===== src/rtl/tpsram_pkg.sv =====
// Shared constants and helpers for the tpsram-backed FIFO controller.
package tpsram_pkg;

  localparam int DEFAULT_DEPTH = 8;
  localparam int DEFAULT_WIDTH = 32;

  // Advance a pointer by one, wrapping DEPTH-1 -> 0 by explicit compare so
  // that depths which are not a power of two still cycle correctly.
  function automatic int next_ptr(input int ptr, input int depth);
    return (ptr == depth - 1) ? 0 : ptr + 1;
  endfunction

endpackage


===== src/rtl/tpsram_fifo_ctrl_if.sv =====
// Valid/ready stream pair for the FIFO controller: producer side (in_*)
// and consumer side (out_*). The controller takes the slave view.
interface tpsram_fifo_ctrl_if #(
  parameter int WIDTH = 32
) ();

  logic             in_valid;
  logic             in_ready;
  logic [WIDTH-1:0] in_data;
  logic             out_valid;
  logic             out_ready;
  logic [WIDTH-1:0] out_data;

  modport master (
    output in_valid, in_data, out_ready,
    input  in_ready, out_valid, out_data
  );

  modport slave (
    input  in_valid, in_data, out_ready,
    output in_ready, out_valid, out_data
  );

endinterface


===== src/rtl/tpsram.sv =====
// Two-port SRAM macro model: one write port, one read port with a
// registered (1-cycle) read.
module tpsram #(
  parameter int DEPTH     = 8,
  parameter int WIDTH     = 32,
  parameter int DEPTH_LOG = $clog2(DEPTH)
) (
  input  logic                 clk,
  input  logic                 we,
  input  logic [DEPTH_LOG-1:0] wa,
  input  logic [WIDTH-1:0]     wd,
  input  logic                 re,
  input  logic [DEPTH_LOG-1:0] ra,
  output logic [WIDTH-1:0]     rd
);

  logic [WIDTH-1:0] mem [DEPTH];

  // Write port.
  // NOTE: the array has no reset; a real macro cannot clear itself, and the
  // controller never reads a word it has not written first.
  always_ff @(posedge clk) begin
    if (we) mem[wa] <= wd;
  end

  // Read port: data appears on rd the cycle after re.
  always_ff @(posedge clk) begin
    if (re) rd <= mem[ra];
  end

endmodule


===== src/rtl/tpsram_fifo_ctrl.sv =====
// First-word-fall-through FIFO controller around one tpsram. A two-entry
// register stage in front of the output absorbs the SRAM read latency so the
// stream runs at one word per cycle.
module tpsram_fifo_ctrl
  import tpsram_pkg::*;
#(
  parameter int DEPTH     = DEFAULT_DEPTH,
  parameter int WIDTH     = DEFAULT_WIDTH,
  parameter int DEPTH_LOG = $clog2(DEPTH)
) (
  input  logic                 clk,
  input  logic                 rst_n,
  input  logic                 clr,
  tpsram_fifo_ctrl_if.slave    bus,
  output logic [DEPTH_LOG:0]   count,
  output logic                 full,
  output logic                 empty
);

  localparam int                 CW      = DEPTH_LOG + 1;
  localparam logic [DEPTH_LOG:0] DEPTH_W = CW'(DEPTH);

  logic [DEPTH_LOG-1:0] wptr;
  logic [DEPTH_LOG-1:0] rptr;
  logic [DEPTH_LOG:0]   mem_cnt;   // words written to SRAM, not yet read
  logic                 inflight;  // read issued last cycle, rd valid now
  logic [1:0]           ost_cnt;   // output-stage occupancy, 0..2
  logic [WIDTH-1:0]     ost_head;
  logic [WIDTH-1:0]     ost_tail;

  logic                 push;
  logic                 pop;
  logic                 we;
  logic                 re;
  logic [WIDTH-1:0]     rd;
  logic [1:0]           kept;      // stage entries surviving this cycle's pop
  logic [1:0]           ost_next;
  logic [WIDTH-1:0]     head_n;
  logic [WIDTH-1:0]     tail_n;

  // Occupancy and flags come only from registered state.
  assign count = mem_cnt + CW'(inflight) + CW'(ost_cnt);
  assign full  = (count == DEPTH_W);
  assign empty = (count == '0);

  assign bus.in_ready  = rst_n & (count < DEPTH_W);
  assign bus.out_valid = (ost_cnt != 2'd0);
  assign bus.out_data  = ost_head;

  assign push = bus.in_valid & bus.in_ready;
  assign pop  = bus.out_valid & bus.out_ready;

  // A flush must leave SRAM contents alone, so a push that clr discards
  // does not reach the write port either.
  assign we = push & ~clr;

  assign kept     = ost_cnt - 2'(pop);
  assign ost_next = kept + 2'(inflight);

  // Only issue a read when the returning word is guaranteed a stage slot.
  assign re = (mem_cnt != '0) & (ost_next < 2'd2) & ~clr;

  tpsram #(
    .DEPTH     (DEPTH),
    .WIDTH     (WIDTH),
    .DEPTH_LOG (DEPTH_LOG)
  ) u_tpsram (
    .clk (clk),
    .we  (we),
    .wa  (wptr),
    .wd  (bus.in_data),
    .re  (re),
    .ra  (rptr),
    .rd  (rd)
  );

  // Output stage shift: pop moves tail to head, then the returning SRAM word
  // lands in the first free slot.
  always_comb begin
    // NOTE: defaults first so no path leaves a variable unassigned, which
    // would otherwise infer a latch.
    head_n = ost_head;
    tail_n = ost_tail;
    if (pop) head_n = ost_tail;
    if (inflight) begin
      if (kept == 2'd0) head_n = rd;
      else              tail_n = rd;
    end
  end

  // Pointer, counter and output-stage registers.
  // NOTE: sequential state uses non-blocking assignments so every register
  // samples the pre-edge values and ordering inside the block is irrelevant.
  always_ff @(posedge clk) begin
    if (!rst_n) begin
      wptr     <= '0;
      rptr     <= '0;
      mem_cnt  <= '0;
      inflight <= 1'b0;
      ost_cnt  <= 2'd0;
      ost_head <= '0;
      ost_tail <= '0;
    end else if (clr) begin
      wptr     <= '0;
      rptr     <= '0;
      mem_cnt  <= '0;
      inflight <= 1'b0;
      ost_cnt  <= 2'd0;
    end else begin
      if (push) wptr <= DEPTH_LOG'(next_ptr(int'(wptr), DEPTH));
      if (re)   rptr <= DEPTH_LOG'(next_ptr(int'(rptr), DEPTH));
      mem_cnt  <= mem_cnt + CW'(push) - CW'(re);
      inflight <= re;
      ost_cnt  <= ost_next;
      ost_head <= head_n;
      ost_tail <= tail_n;
    end
  end

endmodule


===== src/flat_wrapper.sv =====
// flat-port wrapper written by rule: the top's interface ports become plain ports
module tpsram_fifo_ctrl_flat import tpsram_pkg::*;
#(
  parameter int DEPTH     = DEFAULT_DEPTH,
  parameter int WIDTH     = DEFAULT_WIDTH,
  parameter int DEPTH_LOG = $clog2(DEPTH)
)
  (clk, rst_n, clr, count, full, empty, bus_in_valid, bus_in_data, bus_out_ready, bus_in_ready, bus_out_valid, bus_out_data);
  tpsram_fifo_ctrl_if #(.WIDTH(WIDTH)) bus_i ();
  input  logic clk;
  input  logic rst_n;
  input  logic clr;
  output logic [DEPTH_LOG:0] count;
  output logic full;
  output logic empty;
  input wire logic [$bits(bus_i.in_valid)-1:0] bus_in_valid;
  input wire logic [$bits(bus_i.in_data)-1:0] bus_in_data;
  input wire logic [$bits(bus_i.out_ready)-1:0] bus_out_ready;
  output wire logic [$bits(bus_i.in_ready)-1:0] bus_in_ready;
  output wire logic [$bits(bus_i.out_valid)-1:0] bus_out_valid;
  output wire logic [$bits(bus_i.out_data)-1:0] bus_out_data;
  assign bus_i.in_valid = bus_in_valid;
  assign bus_i.in_data = bus_in_data;
  assign bus_i.out_ready = bus_out_ready;
  assign bus_in_ready = bus_i.in_ready;
  assign bus_out_valid = bus_i.out_valid;
  assign bus_out_data = bus_i.out_data;
  tpsram_fifo_ctrl #(.DEPTH(DEPTH), .WIDTH(WIDTH), .DEPTH_LOG(DEPTH_LOG)) u_core (.clk(clk), .rst_n(rst_n), .clr(clr), .bus(bus_i), .count(count), .full(full), .empty(empty));
endmodule

===== config.mk =====
export PLATFORM = sky130hd
export DESIGN_NAME = tpsram_fifo_ctrl_flat
export DESIGN_NICKNAME = d
export VERILOG_FILES = /design/src/rtl/tpsram_pkg.sv /design/src/rtl/tpsram_fifo_ctrl_if.sv /design/src/rtl/tpsram.sv /design/src/rtl/tpsram_fifo_ctrl.sv /design/src/flat_wrapper.sv
export SDC_FILE = /design/constraint.sdc
export NUM_CORES = 1
export LEC_CHECK = 0
export CAP_MARGIN = 5
export CORE_AREA = 2 2 241 243
export CTS_CLUSTER_DIAMETER = 120
export DETAILED_ROUTE_END_ITERATION = 16
export DIE_AREA = 0 0 243 245
export DONT_BUFFER_PORTS = 1
export GPL_ROUTABILITY_DRIVEN = 1
export SLEW_MARGIN = 15
export SYNTH_ARGS = -nofsm -noshare
export SYNTH_HDL_FRONTEND = slang
export SYNTH_SLANG_ARGS = --single-unit

===== constraint.sdc =====
create_clock -name clk -period 5.38 [get_ports clk]
set_input_delay 1.345 -clock clk [delete_from_list [all_inputs] [get_ports clk]]
set_output_delay 1.345 -clock clk [all_outputs]
set_load 0.005 [all_outputs]

=== Yosys cells after proc, flatten, opt, wreduce, memory -nomap -nowiden ===
Memories as Yosys holds them, arrays and structs flattened. A register that Yosys moved wholly into a read port is not among the register bits.
Cells that the tools add are included.

* Bits in writable memories: 256
* Memories: 1
* Input bits: 37
* Output and inout bits: 40
* Bits in registers: 77
* Word-level logic and storage cells: 43

* Bitwise operators: 9
* Eq/ne operators: 3
* Add/subtract/negate cells: 8
* $lt $le $gt $ge: 2
* Muxes and demuxes: 7
* Reduce and logical (&&, ||, !) cells: 6

{| class="wikitable"
|+ Memory list
! name !! depth !! width !! rd ports !! clocked after Yosys merged registers in !! write ports !! line !! RTL
|-
| u_core.u_tpsram.mem || 8 || 32 || 1 || 1 || 1 || tpsram.sv:17 || <nowiki>logic [WIDTH-1:0] mem [DEPTH];</nowiki>
|}

{| class="wikitable"
|+ Operator list
! operator !! count
|-
| $mux 32 || 3
|-
| $add 4x1->4 || 2
|-
| $add 3x1->3 const B || 2
|-
| $and 1x1->1 || 6
|-
| $eq 3x1->1 const B || 2
|-
| $mux 3 || 2
|-
| $add 4x2->4 || 1
|-
| $eq 4x4->1 const B || 1
|-
| $logic_not 4->1 || 1
|-
| $lt 4x4->1 const B || 1
|-
| $reduce_bool 4->1 || 1
|-
| $sub 4x1->4 || 1
|-
| $not 1->1 || 3
|-
| $reduce_and 3->1 || 1
|-
| $add 2x1->2 || 1
|-
| $logic_not 2->1 || 1
|-
| $lt 2x2->1 const B || 1
|-
| $mux 1 || 2
|-
| $reduce_bool 2->1 || 1
|-
| $reduce_or 2->1 || 1
|-
| $sub 2x1->2 || 1
|}

=== Logic depth before layout (Yosys ltp) ===
Gate-level depths: netlist (run 1).

* Word-level depth: 8
* Depth in mapped cells: 16
* Mapped depth without buffers: 15

=== Cells and area by module ===
From an unflattened synthesis (run 1), not the netlist that was laid out.

* Cell total of the unflattened synthesis: 801
* Area total of the unflattened synthesis: 14512.7 µm²

{| class="wikitable"
|+ Modules (own cells, without submodules)
! module !! times used !! seq. area each (µm²) !! area an instance (µm²) !! cells an instance
|-
| tpsram || 1 || 8648.3 || 10786.6 || 415
|-
| tpsram_fifo_ctrl || 1 || 1541.5 || 3726.1 || 386
|}

=== Worst setup path before layout (run 1) ===
OpenSTA, ideal clock, no wires.

* Path kind: input port to flip-flop
* Start point: input port bus_in_valid
* End point: memory u_core.u_tpsram.mem[1][0], enable pin
* Setup slack: -0.040 ns
* Path buffers: 0
* Library setup time: 0.501 ns
* Cell stages on the path: 3
* Data required time: 4.879 ns
* Arrival: 4.919 ns
* Cells stage by stage: and2_1 nand3_1 nor4_1

* Longest elaborated chain between the ends: 4

{| class="wikitable"
|+ Ends and longest elaborated chain
! what !! line !! RTL
|-
| start, declared || flat_wrapper.sv:16 || <nowiki>input wire logic [$bits(bus_i.in_valid)-1:0] bus_in_valid;</nowiki>
|-
| $and 1x1->1 || tpsram_fifo_ctrl.sv:50 || <nowiki>assign push = bus.in_valid & bus.in_ready;</nowiki>
|-
| $and 1x1->1 || tpsram_fifo_ctrl.sv:55 || <nowiki>assign we = push & ~clr;</nowiki>
|-
| $mux 1 || tpsram.sv:23 || <nowiki>if (we) mem[wa] <= wd;</nowiki>
|-
| $mux 1 (not written as such) || tpsram.sv:23 ||
|-
| end, declared || tpsram.sv:17 ||
|}

No other way between the ends.

=== Final worst setup path (run 1) ===
* Start point: register u_core.inflight
* End point: output port full

* Longest elaborated chain between the ends: 3

{| class="wikitable"
|+ Ends and longest elaborated chain
! what !! line !! RTL
|-
| start, declared || tpsram_fifo_ctrl.sv:26 || <nowiki>logic inflight;</nowiki>
|-
| start signal, assigned || tpsram_fifo_ctrl.sv:113 || <nowiki>inflight <= re;</nowiki>
|-
| $add 4x1->4 || tpsram_fifo_ctrl.sv:42 || <nowiki>assign count = mem_cnt + CW'(inflight) + CW'(ost_cnt);</nowiki>
|-
| $add 4x2->4 || tpsram_fifo_ctrl.sv:42 ||
|-
| named net count[1] || flat_wrapper.sv:13 || <nowiki>output logic [DEPTH_LOG:0] count;</nowiki>
|-
| $eq 4x4->1 || tpsram_fifo_ctrl.sv:43 || <nowiki>assign full = (count == DEPTH_W);</nowiki>
|-
| end, declared || flat_wrapper.sv:14 || <nowiki>output logic full;</nowiki>
|}

The timed path passes the listed nets, and every way through them passes these cells.

==> summary.txt, run 1 <==
Status
  – Outcome: completed

Floorplan
  – Die Span Y: 245 um
  – Die Area: 59,500 um^2
  – Initial cell density of the core: 24.7%
  – Die W: 243 um
  – Num ports: 77
  – Row cnt: 88
  – Core area: 57,000 um^2

Clocking
  – Clk sink count: 365
  – Root buf cell: clkbuf_16
  – Clock slew at the register clock pins of the worst setup and hold paths: 0.06 ns
  – Post-CTS Resized: 0
  – Hold Buf Count CTS: 0
  – Clock Latency Late Sink: 0.53 ns
  – H-tree levels: 2
  – # Post-CTS Setup Buffers: 0
  – CTS tree: done
  – Number of buffers created by CTS: 37
  – Longest Clk Path Bufs: 3

Synthesis
  – Top_reg_cell synth: edfxtp_1
  – Count of cell types in the netlist: 41
  – Post-Syn Nets: 816
  – Synth Register Bits: 365
  – Yosys warns: 0
  – Avg Cell Area, Syn: 18.4 um^2
  – Post-Syn Instances: 764
  – Mapped Area: 14,100 um^2
  – Asr flop ratio synth: 0%
  – Number of synthesized flops with an enable pin: 288
  – Sequential area share after synthesis: 72.3%

Critical path
  – Cells on worst reg2reg path: 6
  – R2r endpoint: u_core.u_tpsram.mem[7][29]$_DFFE_PP_
  – Setup slack, reg-to-reg: 1.84 ns
  – CP arrival: 2.55 ns
  – Critical path launch point type: flip-flop
  – Setup crit end kind: output port
  – FF-to-FF Start: u_core.ost_cnt[1]$_SDFF_PP0_
  – WP data required: 4.03 ns
  – Crit Path Max Fanout: 3
  – Setup CP Type: reg2out

Timing
  – Worst slew pin tran: 1.08 ns
  – Setup_tns: 0 ns
  – Hold Fails Final Rpt: 0
  – Period utilization: 72.4%
  – Slew Viols, Final: 0
  – Min Hold Slack: 0.495 ns
  – Headroom to the max-slew limit: 28.1%
  – RSZ-0062 raised after global routing: false
  – # setup viols final: 0
  – Post-route worst setup slack: 1.48 ns
  – Setup Skew: 0.0188 ns
  – Minimum clock period: 3.90 ns
  – F_max: 257 MHz

Place
  – Area after DPL: 15,100 um^2
  – Dpl ws: 1.43 ns
  – GP Congestion: 0.698
  – Placed wire-length estimate: 18,000 um
  – IO Port Bufs: 0

Cells and area
  – Fin nets: 830
  – Ant diodes: 0
  – Most frequent cells in the layout: edfxtp_1 (288), dfxtp_1 (74), mux2i_1 (65), mux4_2 (64), clkbuf_16 (41)
  – Area Growth Syn to Fin: 15.7%
  – Fraction of layout instances using a drive strength above 1: 23.0%
  – Most common library cell in the layout ignoring fill and taps: edfxtp_1
  – Fin area: 16,300 um^2
  – Core Util, Final: 28.6%

Global route
  – GRT overflow: 0
  – Overall Global Routing Usage: 10.3%
  – First-pass GRT wire length: 45,800 um
  – Initial antenna violation count: 0
  – Largest net degree at the start of global routing: 67
  – Vias in the first global route: 7,142

Detailed routing
  – Drt wl/cell: 19.3 um
  – WL final: 30,300 um
  – Via count: 6,710
  – DR vias/cell: 4.27
  – DR iter-0 viols: 493
  – Remaining DRCs: 0
  – TritonRoute pass-1 iters: 4
  – Antenna-violating nets left: 0

Worst hold path
  – Worst Hold Path Cells: 2
  – Min-delay worst type: reg2reg
  – Worst Hold Endpoint: u_core.ost_tail[0]$_SDFFE_PN0P_
  – HP Start: u_core.ost_tail[0]$_SDFFE_PN0P_

Pwr
  – PD cells: 392 nW/um^2
  – Leak Pwr: 0.00515 uW
  – Peak VDD IR: 0.185 mV

Flow run
  – Max-cap violations: 0
[cell type report]
class,instances,area [um^2]
Clock buffer,62,1200
Clock inverter,6,32.5
Fill cell,5661,40700
Inverter,16,60.1
Multi-Input combinational cell,343,3710
Sequential cell,365,10200
Tap cell,765,957
Timing Repair Buffer,15,138
[how the worst max path moves through the flow]
stage / from / to / slack [ns] / cells after the start
after floorplan: bus_in_valid / u_core.u_tpsram.mem[1][0]$_DFFE_PP_ / -0.04 / 3
final: u_core.inflight$_SDFF_PP0_ / full / 1.48 / 6
after global routing: u_core.inflight$_SDFF_PP0_ / full / 1.37 / 6
after CTS: u_core.inflight$_SDFF_PP0_ / full / 1.45 / 6
after global placement: bus_out_ready / u_core.mem_cnt[2]$_SDFF_PP0_ / 1.48 / 14
after detailed placement: bus_out_ready / u_core.mem_cnt[2]$_SDFF_PP0_ / 1.43 / 14
[layer usage]
metal | up-vias | track usage (%) | part of all wire, %
met3 | 39 | 4.87 | 11
met5 | - | 0 | 0
met4 | 0 | 2.85 | 1.9
met2 | 137 | 16.8 | 48
met1 | 3482 | 12.1 | 40
li1 | 3052 | - | -
[flip-flops by register name, indices dropped and copies added (netlist names)]
signal               flops
u_core.rptr              3
u_core.inflight          1
u_core.u_tpsram.rd      32
u_core.bus.out_data     32
u_core.wptr              3
u_core.mem_cnt           4
u_core.ost_cnt           2
u_core.ost_tail         32
u_core.u_tpsram.mem    256
[synthesized netlist by cell type, types with 2 or more instances]
library cell,number,area [um^2]
nor3_1,4,20.0
buf_2,8,40.0
nand3_1,2,10.0
ha_1,12,150
mux2_2,32,360
xnor2_1,2,17.5
dfxtp_1,77,1540
nand3b_1,2,15.0
nand2_1,8,30.0
mux2i_1,65,651
mux4_2,64,1440
a21oi_1,5,25.0
o31ai_1,3,22.5
nand4_1,2,12.5
nand2b_1,6,37.5
xor2_1,2,17.5
o21ai_1,7,35.0
a22oi_1,32,240
clkbuf_1,20,75.1
inv_1,15,56.3
edfxtp_1,288,8650
buf_4,11,82.6
o21ai_0,28,140
nor2b_1,2,12.5
or3_1,2,12.5
nor4_1,4,25.0
nor2_1,39,146
and2_1,7,43.8
fa_1,3,60.1
[logic make-up (layout without fill, tap and decap cells)]
logic type	after synthesis	count (layout)	share of synthesized area [%]
AOI/OAI and AO/OA	80	80	3.70
adders and majority gates	15	15	1.49
xor gates and xnor gates	5	5	0.417
muxes	161	161	17.4
DFF	365	365	72.3
and+or+nand+nor	82	82	2.82
buffers and inverters	56	99	1.86
[worst max-delay path, stage by stage (launching register included)]
cell     delay [ns]
dfxtp_1        0.35
inv_1          0.10
fa_1           0.46
fa_1           0.50
inv_1          0.06
or3_1          0.38
a21oi_1        0.16
[power breakdown]
part | internal (uW) | switching [uW]
logic | 238 | 274
clock network | 1530 | 1030
registers | 3190 | 124
total | 4960 | 1430
[metrics by stage]
stage / cells / power (uW)
floorplan: 764 / 3740
global placement: 1504 / 3890
detailed placement: 1504 / 3900
CTS: 1572 / 6460
global route: 1572 / 6640
finish: 1572 / 6380
No activity file was read; power rests on OpenSTA's default activity.
==> run 2, diff against run 1 <==
- clock period: 5.38 -> 3.35 ns (I/O delays scaled with it)
==> run 2 against run 1 <==
  * Routed wire length rose by 0.80%
  * Utilization increased by 0.59 points
  * Sequential share of layout area decreased by 1.2 points
  * Critical endpoint unchanged
  * Largest power group unchanged
  * Worst setup slack lost 1.4 ns
  * Worst hold slack worse by 0.087 ns
  * Critical path depth stayed put
==> summary.txt, run 2 (synthesized netlist as in run 1, its figures left out) <==
Detailed routing
  – WL final: 30,500 um
  – DR iter-0 viols: 584
  – Drt wl/cell: 19.3 um
  – Via count: 6,879
  – Antenna-violating nets left: 0
  – DR vias/cell: 4.36
  – Remaining DRCs: 0
  – TritonRoute pass-1 iters: 5

Floorplan
  – Die W: 243 um
  – Die Area: 59,500 um^2
  – Row cnt: 88
  – Core area: 57,000 um^2
  – Die Span Y: 245 um
  – Initial cell density of the core: 24.7%
  – Num ports: 77

Clocking
  – Clock Latency Late Sink: 0.52 ns
  – Clock slew at the register clock pins of the worst setup and hold paths: 0.07 ns
  – Root buf cell: clkbuf_16
  – Longest Clk Path Bufs: 3
  – CTS tree: done
  – Number of buffers created by CTS: 37
  – H-tree levels: 2
  – Clk sink count: 365

Cells and area
  – Most common library cell in the layout ignoring fill and taps: edfxtp_1
  – Number of flip-flops in the largest register: 256
  – # fillers: 5,665
  – Biggest register: u_core.u_tpsram.mem
  – Fraction of layout instances using a drive strength above 1: 25.6%
  – Most frequent cells in the layout: edfxtp_1 (288), dfxtp_1 (73), mux2i_1 (65), mux4_2 (64), clkbuf_16 (39)
  – Fin area: 16,600 um^2
  – Ant diodes: 0
  – Area Growth Syn to Fin: 18.1%
  – Fin nets: 838

Pwr
  – Leak Pwr: 0.00523 uW
  – Peak VDD IR: 0.319 mV
  – Total power: 10,600 uW
  – PD cells: 639 nW/um^2

Critical path
  – Setup crit end kind: output port
  – WP buf/inv: 2
  – CP cell instances: inv_2 -> fa_2 -> fa_1 -> inv_1 -> or3_4 -> a21oi_2
  – Crit path largest cell delay: 0.49 ns
  – Crit-path leading delay family: adder cells
  – Slowest cell on crit path: fa_1
  – WP data required: 2.51 ns
  – CP arrival: 2.42 ns
  – Critical path launch point type: flip-flop
  – Crit Path Max Fanout: 3
  – Setup CP Type: reg2out

Global route
  – GRT overflow: 0
  – First-pass GRT wire length: 46,400 um
  – Largest net degree at the start of global routing: 67
  – Initial antenna violation count: 1
  – Vias in the first global route: 7,227
  – Overall Global Routing Usage: 10.3%

Timing
  – Minimum clock period: 3.26 ns
  – Setup_tns: 0 ns
  – F_max: 307 MHz
  – Hold Fails Final Rpt: 0
  – Worst slew pin tran: 0.685 ns
  – # setup viols final: 0
  – RSZ-0062 raised after global routing: false
  – Setup Skew: 0.0191 ns
  – Period utilization: 97.4%
  – Slew Viols, Final: 0
  – Headroom to the max-slew limit: 54.3%

Flow run
  – Max-cap violations: 0

Place
  – Placed wire-length estimate: 17,700 um
  – GP Congestion: 0.706
  – Area after DPL: 15,300 um^2
  – IO Port Bufs: 0

Worst hold path
  – Min-delay worst type: in2reg

Status
  – Outcome: completed
## run 2: cell types whose count changed in the layout (fill, tap and decap cells not counted), sizes merged
cell | before | now
clkinv | 5 | 11
buf | 15 | 23
bufinv | 0 | 7
clkbuf | 62 | 47
clkinvlp | 0 | 1
## run 2: worst paths after layout
kind | start | end | slack, ns | cells past startpoint
worst max register to register | u_core.ost_cnt[1]$_SDFF_PP0_ | u_core.mem_cnt[1]$_SDFF_PP0_ | 0.40 | 14
worst min-delay path | bus_in_data[13] | u_core.u_tpsram.mem[7][13]$_DFFE_PP_ | 0.41 | 0
worst max-delay path | u_core.inflight$_SDFF_PP0_ | full | 0.09 | 6
worst min register to register | u_core.ost_tail[25]$_SDFFE_PN0P_ | u_core.ost_tail[25]$_SDFFE_PN0P_ | 0.49 | 2
## run 2: metal layers
layer / wire (um) / part of all wire, % / track usage, % / vias up
met5: 0 / 0 / 0 / -
met4: 418 / 1.4 / 2.42 / 0
met3: 2350 / 7.7 / 3.63 / 38
met2: 13900 / 45 / 16.1 / 148
met1: 13900 / 45 / 13.7 / 3612
li1: - / - / - / 3081
## run 2: through the flow
stage / setup slack, ns / hold slack [ns] / utilization [%] / std cells
6_report: 0.0880 / 0.408 / 29.2 / 1579
5_1_grt: 0.0105 / 0.383 / 29.2 / 1579
4_1_cts: 0.00589 / 0.385 / 29.2 / 1579
3_5_place_dp: 0.337 / 0.480 / 26.9 / 1512
3_3_place_gp: 0.344 / 0.471 / 26.9 / 1512
2_1_floorplan: -0.937 / 0.460 / - / 764
## run 2: power by group
| part | internal [uW] | total [uW] | switching, uW |
|---|---|---|---|
| registers | 5130 | 5290 | 160 |
| clock network | 2710 | 4390 | 1680 |
| logic | 439 | 960 | 521 |
| total | 8270 | 10600 | 2360 |
## run 2: what timing repair did
item | CTS | global route
gates resized for setup | 3 | 4
buffers inserted | 0 | 0
endpoints found under the setup margin | 2 | 2
pin swaps | 0 | 1
hold buffers | 0 | 0
## run 2: final cells by class
class                           count  area [um^2]  area share, %
Timing Repair Buffer               23          285           1.71
Inverter                           16         65.1          0.391
Tap cell                          765          957           5.75
Multi-Input combinational cell    343         3830           23.0
Clock buffer                       47         1030           6.17
Clock inverter                     20          274           1.65
Sequential cell                   365        10200           61.3
## run 2: worst reg2reg max path, cell delays in order (launching register included)
cell	delay [ns]
dfxtp_1	0.35
or2_2	0.38
nand2_8	0.10
inv_4	0.03
ha_4	0.21
inv_4	0.09
ha_4	0.13
xor3_1	0.26
a311oi_4	0.29
ha_4	0.25
inv_2	0.05
ha_4	0.12
inv_2	0.03
fa_2	0.50
nor2_1	0.04
==> run 3, diff against run 2 <==
- ABC_AREA: unset -> 0
- RECOVER_POWER: unset -> 50
==> run 3 against run 2 <==
  * The run now ends with max-capacitance violations, max-slew violations left
  * Worst hold slack improved by 0.0016 ns
  * Routed wire length about the same
  * Via count fell by 0.38%
  * Highest routed layer unchanged
  * Critical path type unchanged
  * Sequential share of layout area grew 0.051 points
==> summary.txt, run 3 (synthesized netlist as in run 1, its figures left out) <==
Global route
  – Initial antenna violation count: 1
  – Vias in the first global route: 7,227
  – Largest net degree at the start of global routing: 67
  – GRT overflow: 0
  – Overall Global Routing Usage: 10.3%
  – First-pass GRT wire length: 46,400 um

Cells and area
  – Number of flip-flops in the largest register: 256
  – Area Growth Syn to Fin: 17.9%
  – Fraction of layout instances using a drive strength above 1: 23.7%
  – Biggest register: u_core.u_tpsram.mem
  – Most common library cell in the layout ignoring fill and taps: edfxtp_1
  – Register area: 10,200 um^2
  – Non-Filler Instances: 1,579
  – Footprint of the multi-input gates: 3820 um^2
  – Fin nets: 838
  – # fillers: 5,668
  – Most frequent cells in the layout: edfxtp_1 (288), dfxtp_1 (74), mux2i_1 (65), mux4_2 (64), clkbuf_16 (39)
  – Ant diodes: 0

Timing
  – Min Hold Slack: 0.410 ns
  – RSZ-0062 raised after global routing: false
  – Slew Viols, Final: 23
  – Period utilization: 97.5%
  – F_max: 306 MHz
  – Setup_tns: 0 ns
  – # setup viols final: 0
  – Headroom to the max-slew limit: -5.89%
  – Minimum clock period: 3.27 ns
  – Worst slew pin tran: 1.59 ns
  – Setup Skew: 0.0163 ns
  – Hold Fails Final Rpt: 0

Pwr
  – PD cells: 639 nW/um^2
  – Leak Pwr: 0.00522 uW
  – Peak VDD IR: 0.316 mV

Clocking
  – CTS tree: done
  – Number of buffers created by CTS: 37
  – Clock slew at the register clock pins of the worst setup and hold paths: 0.07 ns
  – H-tree levels: 2
  – Hold Buf Count CTS: 0
  – Root buf cell: clkbuf_16
  – Longest Clk Path Bufs: 3
  – Clock Latency Late Sink: 0.52 ns
  – Clk sink count: 365

Critical path
  – Setup crit end kind: output port
  – CP arrival: 2.43 ns
  – CP cell instances: inv_2 -> fa_2 -> fa_1 -> inv_1 -> or3_4 -> a21oi_2
  – Crit path largest cell delay: 0.49 ns
  – Crit-path leading delay family: adder cells
  – Slowest cell on crit path: fa_1
  – Setup CP Type: reg2out
  – WP data required: 2.51 ns
  – Crit Path Max Fanout: 3
  – Critical path launch point type: flip-flop
  – WP buf/inv: 2

Detailed routing
  – Drt wl/cell: 19.3 um
  – WL final: 30,500 um
  – Remaining DRCs: 0
  – DR vias/cell: 4.34
  – TritonRoute pass-1 iters: 5
  – DR iter-0 viols: 606
  – Via count: 6,853
  – Antenna-violating nets left: 0

Place
  – Placed Cells: 1,512
  – GP Congestion: 0.706
  – IO Port Bufs: 0
  – Placed wire-length estimate: 17,700 um

Floorplan
  – Core area: 57,000 um^2
  – Initial cell density of the core: 24.7%
  – Die Span Y: 245 um
  – Row cnt: 88
  – Num ports: 77
  – Die Area: 59,500 um^2
  – Die W: 243 um

Status
  – Outcome: complete, but fails checks
  – Failing checks: max-capacitance violations, max-slew violations

Worst hold path
  – Min-delay worst type: in2reg

Flow run
  – Max-cap violations: 1
## run 3: cell count changes in the layout (fill, tap and decap cells not counted), sizes merged
| cell | previous run | this run |
|---|---|---|
| clkinvlp | 1 | 2 |
| inv | 17 | 16 |
| buf | 23 | 22 |
| clkbuf | 47 | 48 |
## run 3: cell type report
class / instances / share of cell area (%)
inverter: 16 / 0.384
tap: 765 / 5.76
multi-input combinational: 343 / 23.0
timing repair buffer: 23 / 1.70
clock inverter: 20 / 1.65
clock buffer: 47 / 6.17
sequential: 365 / 61.4
## run 3: repair_timing
item | CTS | global route
resized for setup | 3 | 4
pin swaps | 0 | 1
endpoints found under the setup margin | 2 | 2
setup buffers | 0 | 0
## run 3: through the flow
step	setup WS (ns)	util, %	cell area (um^2)	total power (uW)
CTS	0.00589	29.2	16600	10700
global placement	0.344	26.9	15300	6320
detailed placement	0.337	26.9	15300	6340
finish	0.0840	29.1	16600	10600
floorplan	-0.937	-	14200	6050
global route	0.0105	29.1	16600	11000
## run 3: metal layers
| layer | share of wire, % | vias up | GRT usage (%) | routed length [um] |
|---|---|---|---|---|
| li1 | - | 3080 | - | - |
| met1 | 42 | 3554 | 13.7 | 12900 |
| met2 | 46 | 178 | 16.1 | 14100 |
| met3 | 10 | 41 | 3.63 | 3140 |
| met4 | 1.5 | 0 | 2.42 | 447 |
| met5 | 0 | - | 0 | 0 |
## run 3: report_power, final
group | switching [uW] | leakage (uW) | internal [uW] | total, uW
clock network | 1680 | 0.000635 | 2710 | 4390
logic | 519 | 0.00136 | 432 | 951
registers | 160 | 0.00322 | 5130 | 5290
## run 3: worst register-to-register path: cells and delay by family, from the launching register on
| family | cells | cell delay, ns |
|---|---|---|
| xor+xnor | 1 | 0.26 |
| compound gates | 1 | 0.29 |
| buf+inv | 4 | 0.27 |
| simple gates | 3 | 0.53 |
| fa+ha+maj | 5 | 1.31 |
| flops | 1 | 0.35 |
## run 3: path summary, 6_finish.rpt
| check | start | endpoint | slack [ns] | cells after the start |
|---|---|---|---|---|
| max | u_core.inflight$_SDFF_PP0_ | full | 0.08 | 6 |
| min | bus_in_data[13] | u_core.u_tpsram.mem[7][13]$_DFFE_PP_ | 0.41 | 0 |
| max reg2reg | u_core.ost_cnt[1]$_SDFF_PP0_ | u_core.mem_cnt[1]$_SDFF_PP0_ | 0.22 | 14 |
| min reg2reg | u_core.ost_tail[25]$_SDFFE_PN0P_ | u_core.ost_tail[25]$_SDFFE_PN0P_ | 0.49 | 2 |
